$ cat src/rtl/dla_debug_network_csr_bridge.sv
// CSR-to-debug-network read bridge: one outstanding AR/R read, status and data cached for the runtime.
// Optional response timeout is compiled in with `define DLA_DEBUG_NETWORK_BRIDGE_TIMEOUT_EN.
module dla_debug_network_csr_bridge #(
   parameter int unsigned DATA_WIDTH     = 32,
   parameter int unsigned ADDR_WIDTH     = 32,
   parameter int unsigned TIMEOUT_CYCLES = 1024
) (
   input  logic                  clk,
   input  logic                  i_resetn_async,

   input  logic                  i_req_valid,
   input  logic [ADDR_WIDTH-1:0] i_req_addr,
   input  logic                  i_clear,
   output logic                  o_busy,
   output logic                  o_done,
   output logic                  o_timeout,
   output logic [DATA_WIDTH-1:0] o_rdata,

   output logic                  o_dbg_arvalid,
   output logic [ADDR_WIDTH-1:0] o_dbg_araddr,
   input  logic                  i_dbg_arready,
   input  logic                  i_dbg_rvalid,
   input  logic [DATA_WIDTH-1:0] i_dbg_rdata,
   output logic                  o_dbg_rready
);

   typedef enum logic [2:0] {
      S_IDLE,
      S_ISSUE,
      S_WAIT,
      S_DONE,
      S_TOUT
   } state_e;

   if (TIMEOUT_CYCLES < 2 || TIMEOUT_CYCLES > (1 << 20)) begin : g_param_check
      $error("TIMEOUT_CYCLES must lie in 2..2^20");
   end

   // Reset asserts asynchronously but releases on a clock edge, so no flop sees a runt release.
   logic [1:0] rst_sync_q;
   logic       rst_n;

   always_ff @(posedge clk or negedge i_resetn_async) begin
      if (!i_resetn_async) begin
         rst_sync_q <= '0;
      end else begin
         rst_sync_q <= {rst_sync_q[0], 1'b1};
      end
   end

   assign rst_n = rst_sync_q[1];

`ifdef DLA_DEBUG_NETWORK_BRIDGE_TIMEOUT_EN
   localparam int unsigned CNT_W = $clog2(TIMEOUT_CYCLES);
   localparam logic [CNT_W-1:0] CNT_LOAD = CNT_W'(TIMEOUT_CYCLES - 1);

   logic [CNT_W-1:0] cnt_q;
`endif

   state_e                state_q;
   logic                  busy_q;
   logic                  done_q;
   logic                  timeout_q;
   logic                  arvalid_q;
   logic [ADDR_WIDTH-1:0] araddr_q;
   logic [DATA_WIDTH-1:0] rdata_q;

   // NOTE: state is updated only with non-blocking assignments so every register samples pre-edge values.
   // NOTE: the data/address registers are reset too, so software never reads X after power-up.
   always_ff @(posedge clk or negedge rst_n) begin
      if (!rst_n) begin
         state_q   <= S_IDLE;
         busy_q    <= 1'b0;
         done_q    <= 1'b0;
         timeout_q <= 1'b0;
         arvalid_q <= 1'b0;
         araddr_q  <= '0;
         rdata_q   <= '0;
`ifdef DLA_DEBUG_NETWORK_BRIDGE_TIMEOUT_EN
         cnt_q     <= '0;
`endif
      end else if (i_req_valid) begin
         // A new CSR write wins over everything else; any in-flight read is abandoned.
         state_q   <= S_ISSUE;
         busy_q    <= 1'b1;
         done_q    <= 1'b0;
         timeout_q <= 1'b0;
         arvalid_q <= 1'b1;
         araddr_q  <= i_req_addr;
      end else begin
         case (state_q)
            S_IDLE: begin
            end

            S_ISSUE: begin
               if (i_dbg_arready) begin
                  state_q   <= S_WAIT;
                  arvalid_q <= 1'b0;
`ifdef DLA_DEBUG_NETWORK_BRIDGE_TIMEOUT_EN
                  cnt_q     <= CNT_LOAD;
`endif
               end
            end

            S_WAIT: begin
               if (i_dbg_rvalid) begin
                  state_q <= S_DONE;
                  busy_q  <= 1'b0;
                  done_q  <= 1'b1;
                  rdata_q <= i_dbg_rdata;
`ifdef DLA_DEBUG_NETWORK_BRIDGE_TIMEOUT_EN
               end else if (cnt_q == '0) begin
                  state_q   <= S_TOUT;
                  busy_q    <= 1'b0;
                  timeout_q <= 1'b1;
               end else begin
                  cnt_q <= cnt_q - 1'b1;
`endif
               end
            end

            S_DONE, S_TOUT: begin
               if (i_clear) begin
                  state_q   <= S_IDLE;
                  done_q    <= 1'b0;
                  timeout_q <= 1'b0;
               end
            end

            default: begin
               state_q   <= S_IDLE;
               busy_q    <= 1'b0;
               done_q    <= 1'b0;
               timeout_q <= 1'b0;
               arvalid_q <= 1'b0;
            end
         endcase
      end
   end

   assign o_busy        = busy_q;
   assign o_done        = done_q;
`ifdef DLA_DEBUG_NETWORK_BRIDGE_TIMEOUT_EN
   assign o_timeout     = timeout_q;
`else
   assign o_timeout     = 1'b0;
`endif
   assign o_rdata       = rdata_q;
   assign o_dbg_arvalid = arvalid_q;
   assign o_dbg_araddr  = araddr_q;
   assign o_dbg_rready  = 1'b1;

`ifndef DLA_DEBUG_NETWORK_BRIDGE_TIMEOUT_EN
   logic unused_timeout;
   assign unused_timeout = timeout_q;
`endif

endmodule

$ cat config.mk
export PLATFORM = sky130hd
export DESIGN_NAME = dla_debug_network_csr_bridge
export DESIGN_NICKNAME = d
export VERILOG_FILES = /design/src/rtl/dla_debug_network_csr_bridge.sv
export SDC_FILE = /design/constraint.sdc
export NUM_CORES = 1
export LEC_CHECK = 0
export ABC_AREA = 1
export BUFFER_PORTS_ARGS = -buffer_cell sky130_fd_sc_hd__buf_2
export CAP_MARGIN = 20
export CORE_MARGIN = 10
export CORE_UTILIZATION = 35
export DETAILED_ROUTE_END_ITERATION = 8
export GPL_TIMING_DRIVEN = 0
export PLACE_DENSITY = 0.69
export SYNTH_ARGS = -nofsm -noshare
export SYNTH_HDL_FRONTEND = slang
export SYNTH_SLANG_ARGS = --single-unit
$ cat constraint.sdc
create_clock -name clk -period 3.2 [get_ports clk]
set_input_delay 0.32 -clock clk [delete_from_list [all_inputs] [get_ports clk]]
set_output_delay 0.32 -clock clk [all_outputs]
set_load 0.03 [all_outputs]
==> results of run 1 <==
[registers in the layout (all words and copies together), names as in the netlist]
register,count
o_busy,1
o_dbg_araddr,32
o_dbg_arvalid,1
o_done,1
o_rdata,32
rst_sync_q,2
state_q,2
[worst paths after layout]
path | to | cells after the start
worst max-delay path | o_rdata[6] | 5
worst min-delay path | o_dbg_araddr[18] | 3
worst max register to register | o_rdata[6] | 5
worst min register to register | o_dbg_araddr[5] | 0
max in group asynchronous | o_rdata[6] | 1
min in group asynchronous | o_dbg_araddr[5] | 0
[logic make-up after synthesis]
| family | after synthesis |
|---|---|
| other | 2 |
| AO/OA/AOI/OAI | 36 |
| flip-flops | 71 |
| AND/OR/NAND/NOR | 154 |
| buffers and inverters | 57 |
| adder cells (fa/ha/maj) | 5 |
[metal layers]
layer,share of wire,vias to the layer above,GRT usage
li1,-,1266,-
met3,0.12,14,0.0735
met4,0.012,2,0.0406
met1,0.43,1162,0.150
met2,0.43,106,0.196
met5,0.0016,-,0
[per-stage QoR]
| step | util | hold WS, ns | setup slack, ns | total power, mW | area (um^2) |
|---|---|---|---|---|---|
| 4_1_cts | 0.490 | 0.154 | 1.74 | 3.38 | 4050 |
| 6_report | 0.490 | 0.170 | 1.76 | 3.32 | 4050 |
| 3_3_place_gp | 0.461 | 0.106 | 0.159 | 2.61 | 3810 |
| 5_1_grt | 0.490 | 0.147 | 1.62 | 3.55 | 4050 |
| 3_5_place_dp | 0.465 | 0.109 | 1.75 | 2.65 | 3840 |
| 2_1_floorplan | - | 0.0244 | 1.08 | 2.21 | 3000 |
[Yosys cell counts (all sizes together)]
cell type / number
nor2: 3
ha: 5
o21ai: 36
clkbuf: 1
conb: 2
buf: 16
or2: 1
inv: 40
dfrtp: 71
nand2: 145
nand3: 5
[cell type report]
type	instances	area (um^2)	area share
Tap cell	105	131	0.0325
Clock buffer	9	124	0.0306
Buffer	17	139	0.0343
Inverter	40	150	0.0371
Timing Repair Buffer	138	718	0.177
Clock inverter	7	72.6	0.0179
Sequential cell	71	1780	0.440
Multi-Input combinational cell	198	932	0.230
[power groups by stage]
| stage | Sequential, mW | Clock (mW) | Combinational (mW) |
|---|---|---|---|
| after floorplan | 1.82 | 0 | 0.398 |
| after detailed placement | 1.32 | 0 | 1.34 |
| after CTS | 1.30 | 0.737 | 1.34 |
| final | 1.30 | 0.712 | 1.31 |
| after global placement | 1.32 | 0 | 1.30 |
| after global routing | 1.34 | 0.775 | 1.43 |
[worst min-delay path, cell delays in order]
cell and delay (ns):
buf_2 0.08, nand2_1 0.04, nand2_1 0.05
==> flow_summary.yaml, run 1 <==
synthesis:
  yosys_warnings: 0
  muxShareOfSynthArea: 0
  synth_adder_area_share: 0.0209
  synth_top_area_frac: 0.593
  synthCells: 325
  synthSimpleGateAreaFrac: 0.198
  synth_seq_cells: 71
  yosys-top-cells-area: "dfrtp_1 (59%), nand2_1 (18%), o21ai_2 (6.7%)"
  seq_area_frac_synth: 0.593
  yosysTopAreaCell: "dfrtp_1"
  synth_compound_gate_area_share: 0.0890
  yosys.area_share.xor_xnor: 0
  synth_area_um2: 2990
  synth.avg_cell_area_um2: 9.21
  synthDistinctLibCells: 18
  synth_top_family_by_area: "simple AND/OR/NAND/NOR gates"
critical_path:
  rrSetupSlack_ns: 1.76
  cp-end-kind: "register"
  cp_data_arrival_time_ns: 1.65
  critical_path_buf_inv_count: 2
  start_kind: "register"
  crit_slowest_cell: "dfrtp_1"
  critPathTopFamily: "buffers and inverters"
  path_cells: "inv_1 -> ha_1 -> nand3_2 -> clkbuf_1 -> o21ai_0"
  cp-startpoint: "state_q[0]"
  crit_type: "register to register"
  path_max_fanout: 10
  max_stage_delay_ns: 0.41
  r2r_start: "state_q[0]"
  crit_required_ns: 3.41
grt:
  grt_pass1_wl_um: 13600
  grt_overflow_total: 0
  antenna_found_initial: 1
  grt_pass1_vias: 2703
  grt_max_degree: 45
  track_usage: 0.129
clocking:
  clk_latency_ns: 0.34
  cts_tree: "built"
  cts_buffer_depth: 2
  cts.repair.resized: 0
  postCtsSetupBuffers: 0
  clkTransAtPathRegs_ns: 0.08
  htree_levels: 3
  cts_sinks: 71
  cts-root-buf: "clkbuf_8"
  holdBufCountCts: 1
  cts_buffers: 9
detailed_routing:
  routed_wl_um: 7940
  drt_iter0_drc: 88
  drt_first_pass_iters: 6
  vias_per_cell: 4.36
  drc: 0
  wl_per_cell_um: 13.6
  vias: 2550
  ant_nets: 0
floorplan:
  fp.coreArea_um2: 8260
  num_rows: 33
  start_util: 0.363
  fp.dieH_um: 112
  die_area_um2: 12700
  die_x_um: 112
  io_pins: 139
timing:
  finalCritPeriodShare: 0.450
  fin_setup_tns_ns: 0
  clock_skew_ns: 0.00950
  fmax_ghz: 0.694
  slew_viol_final: 0
  hold_violations: 0
  setup_violations: 0
  rsz0062_at_grt: "false"
  layout_min_cycle_time_ns: 1.44
placement:
  dp_hpwl_um: 6260
  place.gp.congestion: 0.762
  place_inst: 568
  port_buffers: 136
outcome:
  status: "finished clean"
power:
  powerDensity_nw_per_um2: 821
  pwr-share-seq: 0.391
  switchingPower_mw: 1.40
  p_leak_nw: 2.40
  sw_frac_of_total: 0.421
  comb_power_share: 0.395
  irDropWorstVdd_mv: 0.315
  p_int_mw: 1.93
  clkPwrFrac: 0.214
min_path:
  hp-class: "primary input to register"
  hold_path_startpoint: "i_req_addr[18]"
layout:
  drive_gt1_frac: 0.408
  final_cells: 585
  fin_nets: 550
  final_common_cell: "nand2_1"
  antenna_cells: 0
  area_growth_pct: 35.2
  fill_cells: 800
  mostFrequentLayoutCells: "nand2_1 (145), buf_2 (142), dfrtp_1 (70), inv_1 (39), o21ai_2 (23)"
run:
  maxCapViolations: 0
Note: power is estimated with default switching activity, not from simulation.
==> run 2, diff against run 1 <==
- PLACE_DENSITY: 0.69 -> 0.71
- clock period: 3.2 -> 1.18 ns (I/O delays scaled with it)
==> run 2 against run 1 <==
Effect of this change: the flow now finishes with violations (negative setup slack); non-clock buffer count up 38; hold slack worse by 0.15 ns; clock skew down 0.0044 ns; combinational power rose to 3.0 times the previous value; flip-flop and latch count unchanged; routed wire length up 11%; final cell count up 6.5%; register-to-register slack worse by 1.8 ns; die area unchanged; maximum frequency up 15%; critical path depth up 2; critical path type unchanged; largest cell class unchanged.
==> flow_summary.yaml, run 2 (synthesis results as in run 1) <==
outcome:
  status: "finished, violations left"
  violations: "negative setup slack"
clocking:
  cts-root-buf: "clkbuf_8"
  clkTransAtPathRegs_ns: 0.08
  cts_tree: "built"
  cts_sinks: 71
  cts_buffer_depth: 2
  clk_latency_ns: 0.33
  htree_levels: 3
  cts_buffers: 9
critical_path:
  max_stage_delay_ns: 0.40
  crit_slowest_cell: "dfrtp_1"
  cp-end-kind: "register"
  critical_path_buf_inv_count: 2
  crit_type: "register to register"
  path_max_fanout: 3
  critPathTopFamily: "flip-flops"
  crit_required_ns: 1.40
  start_kind: "register"
  cp_data_arrival_time_ns: 1.48
  path_cells: "buf_4 -> buf_6 -> ha_4 -> nand3_2 -> nand2_2 -> o21ai_2 -> nand2_1"
timing:
  fmax_ghz: 0.799
  tightest_slew_ns: 0.513
  setup_slack_ns: -0.0720
  slew-limit-headroom: 0.658
  layout_min_cycle_time_ns: 1.25
  fin_setup_tns_ns: -1.16
  rsz0062_at_grt: "true"
  clock_skew_ns: 0.00515
  setup_violations: 33
  hold_violations: 0
  finalCritPeriodShare: 1.06
  slew_viol_final: 0
placement:
  dp_slack_ns: -0.170
  dp_hpwl_um: 6300
  dpl_cell_area_um2: 3830
  place_inst: 567
  port_buffers: 136
  place.gp.congestion: 0.764
layout:
  finalInstanceArea_um2: 4550
  area_growth_pct: 51.9
  fin_nets: 588
  antenna_cells: 0
  final_cells: 623
  multi_input_area_um2: 1010
  fill_cells: 753
  drive_gt1_frac: 0.415
  final_common_cell: "buf_2"
  regArea_um2: 1780
  mostFrequentLayoutCells: "buf_2 (143), nand2_1 (141), dfrtp_1 (69), inv_1 (37), dlygate4sd3_1 (35)"
power:
  p_total_mw: 9.85
  sw_frac_of_total: 0.396
  p_leak_nw: 2.60
  comb_power_share: 0.400
  pwr-share-seq: 0.360
  p_int_mw: 5.95
  powerDensity_nw_per_um2: 2170
  irDropWorstVdd_mv: 0.648
  clkPwrFrac: 0.240
  switchingPower_mw: 3.90
detailed_routing:
  vias_per_cell: 4.41
  wl_per_cell_um: 14.2
  vias: 2745
  drt_first_pass_iters: 4
  routed_wl_um: 8830
  drc: 0
  drt_iter0_drc: 109
  ant_nets: 0
grt:
  globalRouteMet2Util: 0.223
  use_met1: 0.161
  grt_util_met3: 0.0687
  antenna_found_initial: 0
  grt_max_degree: 70
  grt_pass1_vias: 2937
  grt_pass1_wl_um: 14600
  track_usage: 0.139
  grt_busiest_layer: "met2"
  grt_overflow_total: 0
floorplan:
  num_rows: 33
  die_area_um2: 12700
  fp.coreArea_um2: 8260
  fp.dieH_um: 112
  io_pins: 139
  die_x_um: 112
  start_util: 0.363
min_path:
  hp-class: "primary input to register"
run:
  maxCapViolations: 0
-- run 2: changes by cell type in the layout (fill, tap and decap cells not counted), sizes merged --
cell / change
clkinv: -1
clkinvlp: -1
inv: -1
buf: +5
bufinv: +2
dlygate4sd3: +34
-- run 2: layout make-up --
type	count	area share
inverter	40	0.0330
timing repair buffer	176	0.239
multi-input combinational	198	0.222
clock inverter	6	0.0237
buffer	17	0.0308
sequential	71	0.392
clock buffer	10	0.0303
tap	105	0.0289
-- run 2: metrics by stage --
stage | utilization | hold slack (ns)
2_1_floorplan | - | -0.178
3_3_place_gp | 0.463 | -0.0961
3_5_place_dp | 0.463 | -0.0928
4_1_cts | 0.540 | 0.00265
5_1_grt | 0.551 | 0.00209
6_report | 0.551 | 0.0245
-- run 2: worst register-to-register path: cells and delay by family, from the launching register on --
family | cells | cell delay, ns
adders and majority gates | 1 | 0.16
and+or+nand+nor | 3 | 0.20
DFF | 1 | 0.40
AOI/OAI and AO/OA | 1 | 0.13
buffers and inverters | 2 | 0.26
-- run 2: layer usage --
layer	share of wire	up-vias
li1	-	1341
met1	0.42	1274
met2	0.47	122
met3	0.099	8
met4	0.0082	0
met5	0	-
-- run 2: power groups by stage --
stage,clock network [mW],registers (mW),logic [mW]
5_1_grt,2.54,3.65,4.31
3_5_place_dp,0,3.62,3.60
2_1_floorplan,0,4.93,1.09
4_1_cts,2.43,3.56,3.79
6_report,2.36,3.54,3.94
3_3_place_gp,0,3.57,3.52
-- run 2: what timing repair did --
| action | 4_1_cts | 5_1_grt |
|---|---|---|
| buffers inserted | 3 | 2 |
| hold buffers | 35 | 0 |
| pin swaps | 0 | 4 |
| endpoints found under the hold margin | 36 | 0 |
| setup endpoints to repair | 35 | 105 |
| resized for setup | 6 | 15 |
-- run 2: final timing paths --
check	end	depth (start not counted)	start	slack (ns)
max in group asynchronous	o_rdata[6]	1	rst_sync_q[1]	0.33
hold / removal	o_rdata[27]	3	i_dbg_rdata[27]	0.02
hold reg to reg	o_dbg_araddr[13]	0	rst_sync_q[1]	0.30
setup reg to reg	state_q[1]	7	state_q[0]	-0.07
setup / recovery	state_q[1]	7	state_q[0]	-0.07
min in group asynchronous	rst_sync_q[1]	2	i_resetn_async	0.09
==> run 3, diff against run 2 <==
- REMOVE_ABC_BUFFERS: default -> 1
==> run 3 against run 2 <==
Effect of this change: the flow still finishes with violations (negative setup slack); combinational power rose by 9.6%; via count fell by 0.73%; hold slack got worse by 0.0054 ns; non-clock buffer count rose by 11; cell area rose by 8.0%; utilization rose by 4.4 points; sequential power rose by 5%; die area did not move; count of clock-buffer cells in the layout rose by 2; critical path type unchanged.
==> flow_summary.yaml, run 3 (synthesis results as in run 1) <==
placement:
  dpl_cell_area_um2: 3690
  dp_hpwl_um: 5460
  port_buffers: 136
  dp_slack_ns: -1.27
  place.gp.congestion: 0.740
critical_path:
  max_stage_delay_ns: 0.40
  start_kind: "register"
  cp-end-kind: "register"
  crit_slowest_cell: "dfrtp_1"
  crit_type: "register to register"
  path_max_fanout: 5
  cp_data_arrival_time_ns: 1.53
  critical_path_buf_inv_count: 2
  path_cells: "inv_2 -> ha_4 -> nand3_4 -> bufbuf_16 -> nand2_1 -> o21ai_1"
  critPathTopFamily: "flip-flops"
  crit_required_ns: 1.41
timing:
  clock_skew_ns: 0.0140
  rsz0062_at_grt: "true"
  layout_min_cycle_time_ns: 1.30
  setup_slack_ns: -0.121
  finalCritPeriodShare: 1.10
  setup_violations: 34
  fmax_ghz: 0.769
  slew_viol_final: 0
  hold_violations: 0
clocking:
  cts-root-buf: "clkbuf_8"
  cts_sinks: 71
  htree_levels: 3
  clkTransAtPathRegs_ns: 0.07
  clk_latency_ns: 0.34
  cts_buffers: 9
  cts_buffer_depth: 2
  cts_tree: "built"
floorplan:
  fp.dieH_um: 112
  die_x_um: 112
  die_area_um2: 12700
  start_util: 0.363
  fp.coreArea_um2: 8260
  io_pins: 139
  num_rows: 33
outcome:
  violations: "negative setup slack"
  status: "finished, violations left"
min_path:
  hp-class: "primary input to register"
layout:
  fin_nets: 600
  drive_gt1_frac: 0.438
  final_common_cell: "buf_2"
  antenna_cells: 0
  area_growth_pct: 64.1
  mostFrequentLayoutCells: "buf_2 (135), nand2_1 (119), dfrtp_1 (69), dlygate4sd3_1 (51), inv_1 (38)"
  finalInstanceArea_um2: 4910
grt:
  grt_overflow_total: 0
  antenna_found_initial: 0
  track_usage: 0.144
  grt_pass1_wl_um: 15000
  grt_max_degree: 70
  grt_pass1_vias: 2943
power:
  p_leak_nw: 2.72
  powerDensity_nw_per_um2: 2020
  irDropWorstVdd_mv: 1.53
  p_total_mw: 9.94
detailed_routing:
  vias_per_cell: 4.29
  drc: 0
  drt_first_pass_iters: 4
  routed_wl_um: 9090
  vias: 2725
  ant_nets: 0
  wl_per_cell_um: 14.3
  drt_iter0_drc: 106
run:
  maxCapViolations: 0
==> run 3: cell count changes in the layout (fill, tap and decap cells not counted), moves of 4 or more <==
cell,delta
nand2_4,+15
buf_2,-8
nand2_2,+7
nand2_1,-22
buf_6,-4
dlygate4sd3_1,+16
buf_16,+4
o21ai_0,-6
==> run 3: worst reg2reg max path, stage by stage, from the launching register on <==
cell       delay [ns]
dfrtp_1          0.40
inv_2            0.08
ha_4             0.16
nand3_4          0.12
bufbuf_16        0.31
nand2_1          0.07
o21ai_1          0.06
==> run 3: layout make-up <==
cell class | count | area (um^2)
flip-flops and latches | 71 | 1780
well taps | 105 | 131
clock inverters | 4 | 45.0
inverters | 40 | 153
repair buffers | 204 | 1510
fillers | 702 | 3350
clock buffers | 12 | 145
multi-input cells | 199 | 1150
==> run 3: worst paths after layout <==
| kind | depth (start not counted) | slack (ns) | start | end |
|---|---|---|---|---|
| max | 6 | -0.12 | state_q[0] | o_rdata[7] |
| min | 3 | 0.02 | i_dbg_rdata[0] | o_rdata[0] |
| max reg2reg | 6 | -0.12 | state_q[0] | o_rdata[7] |
| min reg2reg | 0 | 0.29 | rst_sync_q[1] | o_rdata[14] |
| max in group asynchronous | 1 | 0.35 | rst_sync_q[1] | o_rdata[4] |
| min in group asynchronous | 2 | 0.09 | i_resetn_async | rst_sync_q[1] |
==> run 3: per-layer routing <==
metal	vias up	wire length, um	GRT usage
met2	94	4600	0.243
li1	1372	-	-
met1	1249	3510	0.156
met5	-	0	0
met4	0	100	0.0482
met3	10	876	0.0660
==> run 3: power by group <==
group          switching (mW)  internal (mW)  total (mW)
registers               0.578           3.14        3.72
clock network           0.871           1.03        1.90
logic                    2.67           1.65        4.32
==> run 3: per-stage QoR <==
| stage | hold WS, ns | instances | setup TNS, ns | utilization |
|---|---|---|---|---|
| finish | 0.0192 | 635 | -3.00 | 0.595 |
| global route | 0.00877 | 635 | -5.37 | 0.595 |
| CTS | 0.000414 | 633 | -2.80 | 0.578 |
| detailed placement | -0.0930 | 551 | -49.42 | 0.447 |
| global placement | -0.0953 | 550 | -189.46 | 0.445 |
| floorplan | -0.178 | 309 | -91.82 | - |
==> run 3: repair_timing <==
action / in CTS / in global routing
endpoints found under the setup margin: 36 / 104
gates cloned: 6 / 1
hold buffers: 51 / 0
resized for setup: 54 / 23
pin swaps: 2 / 2
hold endpoints to repair: 52 / 0
setup buffers: 9 / 1
